[src/rtl/sub_mag.sv]
// Chunked unsigned subtractor: diff = in1 - in2 over NCHUNK borrow-chained cycles,
// plus a second chunked negate pass giving |in1 - in2| and swap when the result is negative.
module sub_mag #(
  parameter int WIDTH = 74,
  parameter int CHUNK = 16
) (
  input  logic             clk,
  input  logic             rst,
  input  logic             in_valid,
  output logic             in_ready,
  input  logic [WIDTH-1:0] in1,
  input  logic [WIDTH-1:0] in2,
  output logic             out_valid,
  input  logic             out_ready,
  output logic [WIDTH-1:0] diff,
  output logic [WIDTH-1:0] mag,
  output logic             swap
);

  localparam int NCHUNK = (WIDTH + CHUNK - 1) / CHUNK;
  localparam int KW     = (NCHUNK > 1) ? $clog2(NCHUNK) : 1;
  localparam logic [KW-1:0] KLAST = KW'(NCHUNK - 1);

  typedef enum logic [1:0] {IDLE, SUB, NEG, DONE} state_t;

  state_t           state_q, state_d;
  logic [KW-1:0]    k_q, k_d;
  logic [WIDTH-1:0] a_q, a_d, b_q, b_d;
  logic [WIDTH-1:0] diff_q, diff_d, mag_q, mag_d;
  logic             swap_q, swap_d, borrow_q, borrow_d;

  logic [31:0]      sh;
  logic [CHUNK-1:0] x_sl, y_sl;
  logic [CHUNK:0]   res;
  logic [WIDTH-1:0] slice_mask, res_w, diff_ins, mag_ins;

  // One shared slice subtractor: a-b in SUB, 0-diff in NEG. Zero-extended
  // slices make bit CHUNK the borrow out of the top real bit, even for the
  // narrower last chunk.
  always_comb begin
    sh = 32'(k_q) * 32'(CHUNK);
    if (state_q == NEG) begin
      x_sl = '0;
      y_sl = CHUNK'(diff_q >> sh);
    end else begin
      x_sl = CHUNK'(a_q >> sh);
      y_sl = CHUNK'(b_q >> sh);
    end
    res        = {1'b0, x_sl} - {1'b0, y_sl} - (CHUNK+1)'(borrow_q);
    slice_mask = WIDTH'({CHUNK{1'b1}}) << sh;
    res_w      = WIDTH'(res[CHUNK-1:0]) << sh;
    diff_ins   = (diff_q & ~slice_mask) | res_w;
    mag_ins    = (mag_q & ~slice_mask) | res_w;
  end

  always_comb begin
    state_d  = state_q;
    k_d      = k_q;
    a_d      = a_q;
    b_d      = b_q;
    diff_d   = diff_q;
    mag_d    = mag_q;
    swap_d   = swap_q;
    borrow_d = borrow_q;
    case (state_q)
      IDLE: begin
        if (in_valid) begin
          a_d      = in1;
          b_d      = in2;
          k_d      = '0;
          borrow_d = 1'b0;
          swap_d   = 1'b0;
          state_d  = SUB;
        end
      end
      SUB: begin
        diff_d   = diff_ins;
        borrow_d = res[CHUNK];
        if (k_q == KLAST) begin
          k_d    = '0;
          swap_d = res[CHUNK];
          if (res[CHUNK]) begin
            borrow_d = 1'b0;
            state_d  = NEG;
          end else begin
            mag_d   = diff_ins;
            state_d = DONE;
          end
        end else begin
          k_d = k_q + 1'b1;
        end
      end
      NEG: begin
        mag_d    = mag_ins;
        borrow_d = res[CHUNK];
        if (k_q == KLAST) begin
          k_d     = '0;
          state_d = DONE;
        end else begin
          k_d = k_q + 1'b1;
        end
      end
      DONE: begin
        if (out_ready) state_d = IDLE;
      end
      default: state_d = IDLE;
    endcase
  end

  always_ff @(posedge clk or posedge rst) begin
    if (rst) begin
      state_q  <= IDLE;
      k_q      <= '0;
      a_q      <= '0;
      b_q      <= '0;
      diff_q   <= '0;
      mag_q    <= '0;
      swap_q   <= 1'b0;
      borrow_q <= 1'b0;
    end else begin
      state_q  <= state_d;
      k_q      <= k_d;
      a_q      <= a_d;
      b_q      <= b_d;
      diff_q   <= diff_d;
      mag_q    <= mag_d;
      swap_q   <= swap_d;
      borrow_q <= borrow_d;
    end
  end

  assign in_ready  = (state_q == IDLE);
  assign out_valid = (state_q == DONE);
  assign diff      = diff_q;
  assign mag       = mag_q;
  assign swap      = swap_q;

endmodule

[config.mk]
export PLATFORM = sky130hd
export DESIGN_NAME = sub_mag
export DESIGN_NICKNAME = d
export VERILOG_FILES = /design/src/rtl/sub_mag.sv
export SDC_FILE = /design/constraint.sdc
export NUM_CORES = 1
export LEC_CHECK = 0
export ABC_AREA = 1
export CAP_MARGIN = 20
export CORE_ASPECT_RATIO = 1.5
export CORE_MARGIN = 10
export CORE_UTILIZATION = 53
export CTS_CLUSTER_SIZE = 28
export DETAILED_ROUTE_END_ITERATION = 10
export PLACE_DENSITY = 0.81
export SYNTH_ARGS = -nofsm -noshare
export SYNTH_HDL_FRONTEND = slang
export SYNTH_SLANG_ARGS = --single-unit
[constraint.sdc]
create_clock -name clk -period 13.5 [get_ports clk]
set_clock_uncertainty 0.15 [all_clocks]
set_input_delay 4.05 -clock clk [delete_from_list [all_inputs] [get_ports clk]]
set_output_delay 4.05 -clock clk [all_outputs]
set_load 0.1 [all_outputs]
==> summary.txt <==
Run status
  • Status: finished clean

Yosys
  • Number of synthesized flops with an enable pin: 0
  • Synth cell types: 47
  • Mapped Nets: 2038
  • Post-Syn Area: 16000 um2
  • Asr flop ratio synth: 100%
  • Synth Warn #: 0
  • Synth Register Bits: 303
  • Mapped Cells: 1846
  • Dominant synthesized flop cell: dfrtp_1
  • Synth Area per Inst: 8.64 um2
  • Sequential-to-total area share from yosys stat: 47.5%

Drt
  • Via density: 5.99
  • DR pass1 iterations: 5
  • Iter 0 DRT Violations: 1477
  • Final ANT Viol Nets: 0
  • WL/cell: 22.4 um
  • Vias: 14915
  • Number of remaining DRC errors: 0
  • Drt total wl: 55800 um

GRT
  • Grt ovf: 0
  • Global-route wire length before repair: 84600 um
  • Largest net degree at the start of global routing: 166
  • Vias in the first global route: 14737
  • Initial antenna violation count: 4
  • Total GRT Usage: 28.4%

Final layout
  • # fillers: 2369
  • Layout overhead on the synthesized area: 26.1%
  • Layout cell share with drive strength beyond 1: 10.7%
  • Layout net count: 2267

Worst setup path
  • WP data required: 9.30 ns
  • Worst reg2reg path endpoint: mag[17]$_DFFE_PP0P_
  • CP Capture Type: output port
  • R2r setup slk: 6.90 ns
  • CP Max Fanout: 6
  • Worst Setup Start Kind: flip-flop
  • Reg2Reg Depth: 22
  • FF-to-FF Start: state_q[0]$_DFFE_PP0P_
  • Critical path class: flip-flop to output port
  • Data arrival, critical path: 2.78 ns

Hold path
  • Worst Hold Endpoint: a_q[32]$_DFFE_PP0P_
  • Hold Path Depth: 1
  • Hold_sp: a_q[32]$_DFFE_PP0P_
  • Hold crit path type: flip-flop to flip-flop

Clock tree
  • Clock buffer depth: 3
  • CTS tree: built
  • Clk_lat worst skew: 0.58 ns
  • Worst-path clk slew: 0.06 ns
  • CTS buffer count: 30
  • Clk sink count: 303
  • CTS resizes: 0
  • Root Driver: clkbuf_16
  • Post-CTS Hold Buffers: 0
  • Htree depth: 1
  • Post-CTS setup buffers: 0

Place
  • Post-DP HPWL: 39700 um
  • Buffers on Ports: 302
  • Placer Congestion: 0.980

Floorplanning
  • Die Span Y: 232 um
  • Die Wd: 162 um
  • Starting Density: 53.9%
  • Die area: 37600 um2
  • Cell row count: 77
  • Core footprint: 29600 um2
  • IO Count: 303

STA
  • Worst hold margin: 0.349 ns
  • RSZ-0062 raised after global routing: no
  • Slew @ Worst Pin: 1.10 ns
  • Max Transition Viols Final: 0
  • Final setup vio count: 0
  • Setup TNS: 0 ns
  • Final min period: 6.98 ns
  • Max Fclk: 143 MHz
  • Worst slew margin: 26.7%
  • Final Cycle Share: 51.7%
  • Final hold violations: 0

Run
  • Max-Cap Viols: 0
-- Yosys cell counts, drive strengths merged (6+ instances only) --
master    n  share of area [%]
nand2   403                9.6
dfrtp   303                 48
o21ai   233                7.3
nor2    141                3.5
mux2    138                9.7
inv     132                3.1
a21oi   128                4.0
clkbuf   85                2.0
o22ai    67                2.6
ha       38                3.0
nand3    38                1.2
buf      36                1.2
o211ai   20               0.94
nand4    10               0.39
a22oi     9               0.42
a211oi    8               0.38
nor3      7               0.22
a22o      6               0.33
xor2      6               0.47
-- cells by family (layout without fill, tap and decap cells) --
kind of cell | after synthesis | count (layout) | synth area share, %
simple gates | 607 | 607 | 15.3
compound gates | 494 | 494 | 17.1
flops | 303 | 303 | 47.5
buf+inv | 254 | 501 | 6.33
mux | 138 | 138 | 9.74
fa+ha+maj | 40 | 40 | 3.23
xor+xnor | 10 | 10 | 0.737
other cells | 0 | 3 | 0
-- flip-flops by register name (all words and copies together) (netlist names) --
register and flops:
a_q 74, b_q 74, diff 74, mag 74, k_q 3, state_q 2
borrow_q 1, swap 1
-- worst max-delay path, stage by stage, from the launching register on --
cell and delay (ns):
dfrtp_1 0.44, inv_1 0.17, ha_1 0.34, clkdlybuf4s50_1 1.25
-- area by class of cell --
cell class / instances / area (um2) / share of cell area (%)
Antenna cell: 3 / 7.51 / 0.0373
Clock buffer: 39 / 836 / 4.15
Clock inverter: 11 / 149 / 0.740
Inverter: 133 / 509 / 2.53
Multi-Input combinational cell: 1289 / 7380 / 36.7
Sequential cell: 303 / 7580 / 37.7
Tap cell: 395 / 494 / 2.46
Timing Repair Buffer: 318 / 3160 / 15.7
-- through the flow --
step	worst slack [ns]	instance area (um2)	std cells	utilization [%]
after floorplan	0.926	16000	1846	-
after global placement	6.96	19100	2438	64.7
after detailed placement	6.88	19100	2438	64.7
after CTS	6.51	20100	2488	68.0
after global routing	6.45	20100	2491	68.0
final	6.52	20100	2491	68.0
-- routing by layer --
metal	vias up	GRT usage (%)	routed length (um)
met1	7123	32.7	19400
met5	-	0	10
met4	2	17.6	3640
met3	172	5.16	5100
met2	924	48.0	27600
li1	6694	-	-
-- cell usage in the layout, fill, tap and decap left out, types with 3 or more instances in the layout --
cell type,n
xor2_2,3
clkbuf_16,31
a221oi_1,4
clkinv_2,3
a22oi_1,9
xor2_1,3
diode_2,3
clkbuf_1,5
o22ai_1,67
nand3_1,38
clkbuf_8,3
mux2_2,138
inv_1,126
o21a_1,3
nand4_1,10
a22o_1,6
bufinv_16,3
and2_1,4
o21ai_0,231
a31oi_1,4
o211ai_1,20
nand2_2,3
nor3_1,7
nor2_1,137
ha_1,37
xnor2_1,3
a211oi_1,8
a21oi_1,128
nand2_4,3
buf_4,15
inv_2,4
dfrtp_1,302
nand2_1,397
clkdlybuf4s50_1,302
o31ai_1,4
-- worst max path at each step --
stage / cells past startpoint / end / startpoint
2_1_floorplan: 1 / a_q[0]$_DFFE_PP0P_ / rst
3_3_place_gp: 6 / k_q[0]$_DFFE_PP0P_ / in_valid
3_5_place_dp: 6 / k_q[0]$_DFFE_PP0P_ / in_valid
4_1_cts: 3 / in_ready / state_q[0]$_DFFE_PP0P_
5_1_grt: 3 / in_ready / state_q[0]$_DFFE_PP0P_
6_report: 3 / in_ready / state_q[0]$_DFFE_PP0P_
Power is not shown: default switching activity piles up to over one toggle a cycle in this logic, so the estimate is an artifact.
